**config.mk**
```make
export PLATFORM = sky130hd
export DESIGN_NAME = wb_regfile
export DESIGN_NICKNAME = d
export VERILOG_FILES = /design/src/rtl/wb_regfile_pkg.sv /design/src/rtl/wb_regfile_mux.sv /design/src/rtl/wb_regfile.sv
export SDC_FILE = /design/constraint.sdc
export NUM_CORES = 1
export LEC_CHECK = 0
export BUFFER_PORTS_ARGS = -buffer_cell sky130_fd_sc_hd__buf_2
export CORE_MARGIN = 1.5
export CORE_UTILIZATION = 40
export CTS_CLUSTER_SIZE = 8
export DETAILED_ROUTE_END_ITERATION = 10
export PLACE_DENSITY = 0.66
export SYNTH_ARGS = -nofsm -noshare
export SYNTH_HDL_FRONTEND = slang
export SYNTH_HIERARCHICAL = 1
export SYNTH_SLANG_ARGS = --single-unit
```
**constraint.sdc**
```tcl
create_clock -name clk -period 1.92 [get_ports clk]
set_input_delay 0.096 -clock clk [delete_from_list [all_inputs] [get_ports clk]]
set_output_delay 0.096 -clock clk [all_outputs]
set_load 0.02 [all_outputs]
```
**src/rtl/wb_regfile_pkg.sv**
```systemverilog
// Shared definitions for the writeback stage and register file.
// Holds the writeback source encodings, the destination field position and default widths.
package wb_regfile_pkg;

  localparam int DEF_DATA_W  = 8;
  localparam int DEF_INSTR_W = 19;
  localparam int DEF_NREGS   = 8;

  localparam int DST_MSB = 12;
  localparam int DST_LSB = 10;

  typedef enum logic [1:0] {
    WB_SEL_ALU   = 2'b00,
    WB_SEL_MEM   = 2'b01,
    WB_SEL_SHIFT = 2'b10,
    WB_SEL_NONE  = 2'b11
  } wb_sel_e;

endpackage

```
**src/rtl/wb_regfile_mux.sv**
```systemverilog
// Writeback source select and write qualification (module wb_mux).
// A write is valid only with enable set, a non-reserved select and a non-zero destination.
module wb_mux
  import wb_regfile_pkg::*;
#(
  parameter int DATA_W  = DEF_DATA_W,
  parameter int INSTR_W = DEF_INSTR_W,
  parameter int AW      = DST_MSB - DST_LSB + 1
) (
  input  logic [DATA_W-1:0]  wb_mem_data,
  input  logic [DATA_W-1:0]  wb_alu_out,
  input  logic [DATA_W-1:0]  wb_shift_out,
  input  logic [INSTR_W-1:0] wb_instruction,
  input  logic [1:0]         wb_reg_write_mux,
  input  logic               wb_reg_write,
  output logic [DATA_W-1:0]  wb_data,
  output logic [AW-1:0]      wb_dst,
  output logic               wb_valid
);

  wb_sel_e sel;
  logic    unusedInstrBits;

  assign sel    = wb_sel_e'(wb_reg_write_mux);
  assign wb_dst = wb_instruction[DST_MSB:DST_LSB];

  // Only the destination field of the instruction matters here.
  assign unusedInstrBits = ^{wb_instruction[INSTR_W-1:DST_MSB+1], wb_instruction[DST_LSB-1:0]};

  always_comb begin
    wb_data = '0;
    case (sel)
      WB_SEL_ALU:   wb_data = wb_alu_out;
      WB_SEL_MEM:   wb_data = wb_mem_data;
      WB_SEL_SHIFT: wb_data = wb_shift_out;
      default:      wb_data = '0;
    endcase
  end

  assign wb_valid = wb_reg_write & (sel != WB_SEL_NONE) & (wb_dst != '0);

endmodule

```
**src/rtl/wb_regfile.sv**
```systemverilog
// Writeback stage plus 8x8 register file with two combinational read ports and prev_* forwarding taps.
// Define REGFILE_BYPASS_EN to make a same-cycle read of the destination return the value being written.
module wb_regfile
  import wb_regfile_pkg::*;
#(
  parameter int DATA_W  = DEF_DATA_W,
  parameter int INSTR_W = DEF_INSTR_W,
  parameter int NREGS   = DEF_NREGS
) (
  input  logic                     clk,
  input  logic                     reset,
  input  logic [DATA_W-1:0]        wb_mem_data,
  input  logic [DATA_W-1:0]        wb_alu_out,
  input  logic [DATA_W-1:0]        wb_shift_out,
  input  logic [INSTR_W-1:0]       wb_instruction,
  input  logic [1:0]               wb_reg_write_mux,
  input  logic                     wb_reg_write,
  input  logic [$clog2(NREGS)-1:0] rd_addr_a,
  input  logic [$clog2(NREGS)-1:0] rd_addr_b,
  output logic [DATA_W-1:0]        rd_data_a,
  output logic [DATA_W-1:0]        rd_data_b,
  output logic [DATA_W-1:0]        wb_data,
  output logic [$clog2(NREGS)-1:0] wb_dst,
  output logic                     wb_valid,
  output logic [DATA_W-1:0]        prev_wb_data,
  output logic [$clog2(NREGS)-1:0] prev_wb_dst,
  output logic                     prev_wb_valid
);

  localparam int AW = $clog2(NREGS);

  logic [DATA_W-1:0] regs_q [NREGS];
  logic [DATA_W-1:0] regs_d [NREGS];
  logic [DATA_W-1:0] prev_wb_data_q;
  logic [AW-1:0]     prev_wb_dst_q;
  logic              prev_wb_valid_q;

  wb_mux #(
    .DATA_W  (DATA_W),
    .INSTR_W (INSTR_W),
    .AW      (AW)
  ) u_wb_mux (
    .wb_mem_data      (wb_mem_data),
    .wb_alu_out       (wb_alu_out),
    .wb_shift_out     (wb_shift_out),
    .wb_instruction   (wb_instruction),
    .wb_reg_write_mux (wb_reg_write_mux),
    .wb_reg_write     (wb_reg_write),
    .wb_data          (wb_data),
    .wb_dst           (wb_dst),
    .wb_valid         (wb_valid)
  );

  // wb_valid already excludes R0, so entry 0 keeps its reset value forever.
  always_comb begin
    regs_d = regs_q;
    if (wb_valid) regs_d[wb_dst] = wb_data;
  end

  always_ff @(posedge clk or negedge reset) begin
    if (!reset) begin
      regs_q          <= '{default: '0};
      prev_wb_data_q  <= '0;
      prev_wb_dst_q   <= '0;
      prev_wb_valid_q <= 1'b0;
    end else begin
      regs_q          <= regs_d;
      prev_wb_data_q  <= wb_data;
      prev_wb_dst_q   <= wb_dst;
      prev_wb_valid_q <= wb_valid;
    end
  end

  // The bypass is gated by reset so reads stay at zero while reset is held.
  always_comb begin
    rd_data_a = '0;
    rd_data_b = '0;
    if (rd_addr_a != '0) rd_data_a = regs_q[rd_addr_a];
    if (rd_addr_b != '0) rd_data_b = regs_q[rd_addr_b];
`ifdef REGFILE_BYPASS_EN
    if (reset && wb_valid && (rd_addr_a == wb_dst)) rd_data_a = wb_data;
    if (reset && wb_valid && (rd_addr_b == wb_dst)) rd_data_b = wb_data;
`endif
  end

  assign prev_wb_data  = prev_wb_data_q;
  assign prev_wb_dst   = prev_wb_dst_q;
  assign prev_wb_valid = prev_wb_valid_q;

endmodule

```
==> impl_metrics.env, run 1 <==
export IMPL_outcome="completed"
export IMPL_drc=0
export IMPL_insertion_delay_ns=0.35
export IMPL_cts_tree="yes"
export IMPL_hold_path_class="in2reg"
export IMPL_place_hpwl_um=6300
export IMPL_io_pins=94
export IMPL_yosysSeqAreaShare=0.467
export IMPL_placedCellCount=449
export IMPL_critical_path_arrival_ns=1.68
export IMPL_fin_tns_setup_ns=0
export IMPL_worstPathRequired_ns=1.82
export IMPL_setup_slack_ns=0.140
export IMPL_hold_violations=0
export IMPL_core_sq_um=8760
export IMPL_pwr_density_cell_nw_per_um2=1020
export IMPL_grt_use_met3=0.0515
export IMPL_area_delta_synth_final_pct=21.7
export IMPL_final_cells=470
export IMPL_wire_per_inst_um=18.8
export IMPL_grt_pass1_wl_um=14700
export IMPL_total_power_mw=4.53
export IMPL_grt_max_degree=49
export IMPL_syn_avg_cell_area_sq_um=13.3
export IMPL_rsz0062_at_grt="no"
export IMPL_antenna_left=0
export IMPL_cp_max_fo=3
export IMPL_ys_types=24
export IMPL_fin_nets=411
export IMPL_antenna_found_initial=0
export IMPL_die_h_um=98.4
export IMPL_grt_busiest_layer="met2"
export IMPL_skew_ns=0
export IMPL_path_cells="mux2_2, a221oi_1, a221oi_1, buf_2"
export IMPL_synth_area_sq_um=3640
export IMPL_first_iter_violations=102
export IMPL_r2r_start="regs_q[13]$_DFFE_PN0P_"
export IMPL_cap_violations=0
export IMPL_die_w_um=98.4
export IMPL_gp_congestion=0.749
export IMPL_met2_usage=0.329
export IMPL_pre_cts_ws_ns=0.151
export IMPL_reg2reg_to="regs_q[13]$_DFFE_PN0P_"
export IMPL_finalSetupViolCount=0
export IMPL_worst_hold_slack_ns=0.0350
export IMPL_grt_pass1_vias=2819
export IMPL_leakage_nw=2.08
export IMPL_drive_gt1_frac=0.525
export IMPL_synth_nets=327
export IMPL_dr_total_vias=2714
export IMPL_finalCritPeriodShare=0.927
export IMPL_finalCriticalPeriod_ns=1.78
export IMPL_portBuffers=77
export IMPL_cts_sinks=68
export IMPL_dieArea_sq_um=9680
export IMPL_r2r_cells=1
export IMPL_start_util=0.415
export IMPL_startpoint_type="register"
export IMPL_vdd_drop_max_v=0.000457
export IMPL_yosysWarnings=6
export IMPL_rows=34
export IMPL_overflow=0
export IMPL_path_common_cell="a221oi_1"
export IMPL_cp_slowest_cell="dfrtp_1"
export IMPL_dr_pass1_iters=4
export IMPL_use_met1=0.245
export IMPL_syn_inst=273
export IMPL_finalMaxSlewViolations=0
export IMPL_synth_seq_cells=68
export IMPL_clockBufferDepth=2
export IMPL_path_clk_slew_ns=0.08
export IMPL_crit_type="reg2out"
export IMPL_routed_wl_um=8830
export IMPL_grt_usage=0.198
export IMPL_endpoint_kind="output port"
export IMPL_worstSetupEndpoint="rd_data_b[6]"
export IMPL_regToRegSetupSlack_ns=1.13
export IMPL_tightest_slew_ns=0.759
export IMPL_critPathMaxStageDelay_ns=0.40
export IMPL_fmax_ghz=0.562
export IMPL_maxSlewHeadroom=0.494
export IMPL_antenna_cells=0
export IMPL_htree_levels=3
export IMPL_crit_start="regs_q[38]$_DFFE_PN0P_"
export IMPL_numCtsBuffers=9
export IMPL_cts_root_buf="clkbuf_8"
export IMPL_via_per_inst=5.77
worst max-delay path, delay by kind of cell, from the launching register on:
| kind | cells | cell delay (ns) |
|---|---|---|
| mux | 1 | 0.26 |
| compound gates | 2 | 0.48 |
| flops | 1 | 0.40 |
| buf+inv | 1 | 0.19 |
timing repair:
action	in CTS	in global routing
endpoints found under the setup margin	0	21
hold endpoints to repair	23	0
buffers inserted	0	1
hold buffers	4	0
resized for setup	0	1
synthesized netlist by cell type:
master	n	area [sq um]
buf_1	2	7.51
nor3b_4	2	37.5
nand4b_1	3	26.3
clkbuf_1	4	15.0
a221oi_1	24	210
a211oi_1	8	60.1
nand2b_4	1	13.8
buf_6	4	45.0
buf_4	9	67.6
mux2i_1	32	320
buf_8	1	15.0
dfrtp_1	68	1700
nand4_1	1	6.26
and2_1	1	6.26
a311oi_1	8	70.1
nand2b_1	1	6.26
o311a_1	1	10.0
mux2_2	72	811
nor2b_4	1	13.8
nand2_1	2	7.51
buf_2	7	35.0
nor2b_1	12	75.1
o2bb2ai_1	8	70.1
nor3_2	1	10.0
cell type report:
class	count	area, sq um
clock buffers	10	138
clock inverters	6	111
fillers	792	4330
multi-input cells	178	1770
flip-flops and latches	68	1700
well taps	108	135
repair buffers	100	581
worst min-delay path by stage:
| stage | start | end | slack (ns) | depth (start not counted) |
|---|---|---|---|---|
| after global routing | wb_reg_write | prev_wb_valid$_DFF_PN0_ | 0.02 | 2 |
| after floorplan | reset | prev_wb_data[0]$_DFF_PN0_ | -0.20 | 0 |
| final | wb_reg_write | prev_wb_valid$_DFF_PN0_ | 0.04 | 2 |
| after CTS | wb_reg_write | prev_wb_valid$_DFF_PN0_ | 0.11 | 2 |
| after detailed placement | reset | prev_wb_data[0]$_DFF_PN0_ | 0.1 | 1 |
| after global placement | reset | prev_wb_data[0]$_DFF_PN0_ | 0.1 | 1 |
report_power, final:
part	switching, mW	internal (mW)	leakage [nW]
clock	0.556	0.898	0.122
sequential	0.229	1.75	0.859
combinational	0.528	0.571	1.10
routing by layer:
layer	wire, um	vias to the layer above
li1	-	1226
met4	187	0
met2	4420	77
met1	3820	1394
met5	0	-
met3	401	17
state kept, by name, indices dropped and copies added (netlist names):
register / flops
regs_q: 56
prev_wb_dst: 3
prev_wb_data: 8
prev_wb_valid: 1
layout by cell type (no fill, tap or decap), drive strengths merged, types with 2 or more instances in the layout:
cell type | synthesis | layout
dlygate4sd3 | 0 | 4
mux2i | 32 | 32
a221oi | 24 | 24
clkinv | 0 | 2
nor2b | 13 | 13
bufinv | 0 | 3
nand2b | 2 | 2
a211oi | 8 | 8
buf | 23 | 96
o2bb2ai | 8 | 8
clkbuf | 4 | 10
nand4b | 3 | 3
nor3b | 2 | 2
dfrtp | 68 | 68
a311oi | 8 | 8
nand2 | 2 | 2
mux2 | 72 | 72
cells by family (layout without fill, tap and decap cells):
group                  after synthesis  in the layout  synth area share
multiplexers                       104            104             0.311
AND/OR/NAND/NOR                     25             25            0.0557
AO/OA/AOI/OAI                       49             49             0.115
flip-flops                          68             68             0.467
buffers and inverters               27            116            0.0509
through the flow:
stage	area [sq um]	utilization
2_1_floorplan	3640	-
3_3_place_gp	4120	0.471
3_5_place_dp	4120	0.471
4_1_cts	4410	0.504
5_1_grt	4430	0.506
6_report	4430	0.506
Power figures use the tool's default switching activity.
==> run 2, diff against run 1 <==
--- a/config.mk
+++ b/config.mk
@@ -10,7 +10,8 @@
 export CORE_UTILIZATION = 40
 export CTS_CLUSTER_SIZE = 8
 export DETAILED_ROUTE_END_ITERATION = 10
-export PLACE_DENSITY = 0.66
+export GPL_TIMING_DRIVEN = 0
+export PLACE_DENSITY = 0.69
 export SYNTH_ARGS = -nofsm -noshare
 export SYNTH_HDL_FRONTEND = slang
 export SYNTH_HIERARCHICAL = 1
==> constraint.sdc (replaced) <==
create_clock -name clk -period 1.6 [get_ports clk]
set_input_delay 0.08 -clock clk [delete_from_list [all_inputs] [get_ports clk]]
set_output_delay 0.08 -clock clk [all_outputs]
set_load 0.02 [all_outputs]
==> run 2 against run 1 <==
The flow now finishes with violations (setup timing). Final area rose by 6.1%. Flip-flop and latch count did not move. Hold slack improved by 0.15 ns. Largest cell class unchanged. Highest routed layer unchanged.
==> impl_metrics.env, run 2 (same netlist as run 1, synthesis figures left out) <==
export IMPL_dr_pass1_iters=4
export IMPL_r2r_cells=2
export IMPL_fin_nets=422
export IMPL_multi_input_area_sq_um=2010
export IMPL_top_register="regs_q"
export IMPL_hold_violations=0
export IMPL_cts_root_buf="clkbuf_8"
export IMPL_rsz0062_at_grt="yes"
export IMPL_reg2reg_to="regs_q[44]$_DFFE_PN0P_"
export IMPL_rows=34
export IMPL_worstSetupEndpoint="rd_data_b[1]"
export IMPL_area_delta_synth_final_pct=29.1
export IMPL_grt_usage=0.202
export IMPL_finalSetupViolCount=16
export IMPL_drive_gt1_frac=0.578
export IMPL_clockBufferDepth=2
export IMPL_insertion_delay_ns=0.33
export IMPL_cp_max_fo=3
export IMPL_gp_congestion=0.793
export IMPL_largest_reg_flops=56
export IMPL_finalCritPeriodShare=1.06
export IMPL_crit_start="regs_q[41]$_DFFE_PN0P_"
export IMPL_skew_ns=0
export IMPL_mostFrequentLayoutCells="71 x buf_2, 68 x dfrtp_1, 65 x mux2_2"
export IMPL_die_h_um=98.4
export IMPL_seqCellArea_sq_um=1700
export IMPL_grt_pass1_vias=2726
export IMPL_hold_path_class="in2reg"
export IMPL_first_iter_violations=190
export IMPL_place_hpwl_um=6520
export IMPL_worstPathRequired_ns=1.52
export IMPL_grt_max_degree=69
export IMPL_overflow=0
export IMPL_critical_path_arrival_ns=1.61
export IMPL_fmax_ghz=0.591
export IMPL_crit_type="reg2out"
export IMPL_endpoint_kind="output port"
export IMPL_fin_tns_setup_ns=-0.946
export IMPL_grt_pass1_wl_um=15000
export IMPL_tightest_slew_ns=0.855
export IMPL_finalCriticalPeriod_ns=1.69
export IMPL_wire_per_inst_um=20.1
export IMPL_dr_total_vias=2768
export IMPL_core_sq_um=8760
export IMPL_pwr_density_cell_nw_per_um2=1150
export IMPL_antenna_left=0
export IMPL_antenna_found_initial=0
export IMPL_violations="setup timing"
export IMPL_numCtsBuffers=9
export IMPL_drc=0
export IMPL_post_dp_cell_area_sq_um=4150
export IMPL_start_util=0.415
export IMPL_cts_sinks=68
export IMPL_outcome="complete, but fails checks"
export IMPL_finish_instance_area_sq_um=4700
export IMPL_finalMaxSlewViolations=0
export IMPL_via_per_inst=5.77
export IMPL_vdd_drop_max_v=0.000445
export IMPL_cts_tree="yes"
export IMPL_htree_levels=3
export IMPL_io_pins=94
export IMPL_path_clk_slew_ns=0.07
export IMPL_setup_slack_ns=-0.0912
export IMPL_die_w_um=98.4
export IMPL_layout_commonest_cell="buf_2"
export IMPL_postLayoutCoreUtil=0.536
export IMPL_portBuffers=70
export IMPL_startpoint_type="register"
export IMPL_fillCellCount=759
export IMPL_dieArea_sq_um=9680
export IMPL_cap_violations=0
export IMPL_routed_wl_um=9660
export IMPL_regToRegSetupSlack_ns=0.67
export IMPL_leakage_nw=2.19
export IMPL_maxSlewHeadroom=0.430
export IMPL_antenna_cells=0
export IMPL_r2r_start="regs_q[44]$_DFFE_PN0P_"
## run 2: changes by cell type in the layout (fill, tap and decap cells not counted), moves of 4 or more
| cell | previous run | this run |
|---|---|---|
| a221oi_2 | 0 | 14 |
| buf_6 | 0 | 4 |
| mux2_2 | 72 | 65 |
| clkbuf_1 | 0 | 5 |
| buf_2 | 77 | 71 |
| buf_4 | 18 | 25 |
| mux2_4 | 0 | 7 |
| a221oi_4 | 0 | 6 |
| a221oi_1 | 24 | 4 |
## run 2: stage by stage
stage / worst slack, ns / hold WS (ns) / instances / power [mW]
after floorplan: 0.0252 / -0.216 / 273 / 3.30
after global placement: -0.195 / 0.320 / 451 / 3.68
after detailed placement: -0.210 / 0.246 / 451 / 3.74
after CTS: -0.0848 / 0.185 / 478 / 5.36
after global routing: -0.125 / 0.215 / 480 / 5.65
final: -0.0912 / 0.183 / 480 / 5.42
## run 2: worst min path at each step
stage,start,cells past startpoint,end,slack [ns]
finish,wb_reg_write_mux[0],2,prev_wb_data[5]$_DFF_PN0_,0.18
global route,wb_reg_write_mux[0],2,prev_wb_data[5]$_DFF_PN0_,0.22
CTS,wb_reg_write_mux[0],2,prev_wb_data[3]$_DFF_PN0_,0.19
detailed placement,reset,1,regs_q[4]$_DFFE_PN0P_,0.25
global placement,wb_instruction[12],2,prev_wb_dst[2]$_DFF_PN0_,0.32
floorplan,reset,0,prev_wb_data[0]$_DFF_PN0_,-0.22
## run 2: critical path, stage by stage, from the launching register on
cell and delay [ns]:
dfrtp_1 0.41, mux2_4 0.29, a221oi_4 0.30, a221oi_2 0.07, buf_4 0.20
## run 2: layer usage
layer,share of wire,wire length [um],up-vias,track usage
li1,-,-,1256,-
met1,0.45,4350,1406,0.276
met2,0.49,4700,96,0.323
met3,0.048,462,10,0.0344
met4,0.015,142,0,0.0715
met5,0,0,-,0
## run 2: report_power, final
part / leakage, nW / internal, mW / total (mW) / switching (mW)
combinational: 1.24 / 0.865 / 1.66 / 0.797
clock: 0.0935 / 0.754 / 1.38 / 0.627
sequential: 0.859 / 2.10 / 2.37 / 0.276
## run 2: final cells by class
class | instances | area share
timing repair buffer | 85 | 0.104
sequential | 68 | 0.362
clock inverter | 2 | 0.00745
clock buffer | 13 | 0.0317
buffer | 26 | 0.0389
multi-input combinational | 178 | 0.427
tap | 108 | 0.0287
## run 2: repair_timing
action / in CTS / in global routing
pin swaps: 10 / 7
endpoints found under the setup margin: 16 / 16
gates resized for setup: 38 / 5
setup buffers: 7 / 3
hold buffers: 5 / 0
hold endpoints to repair: 72 / 0
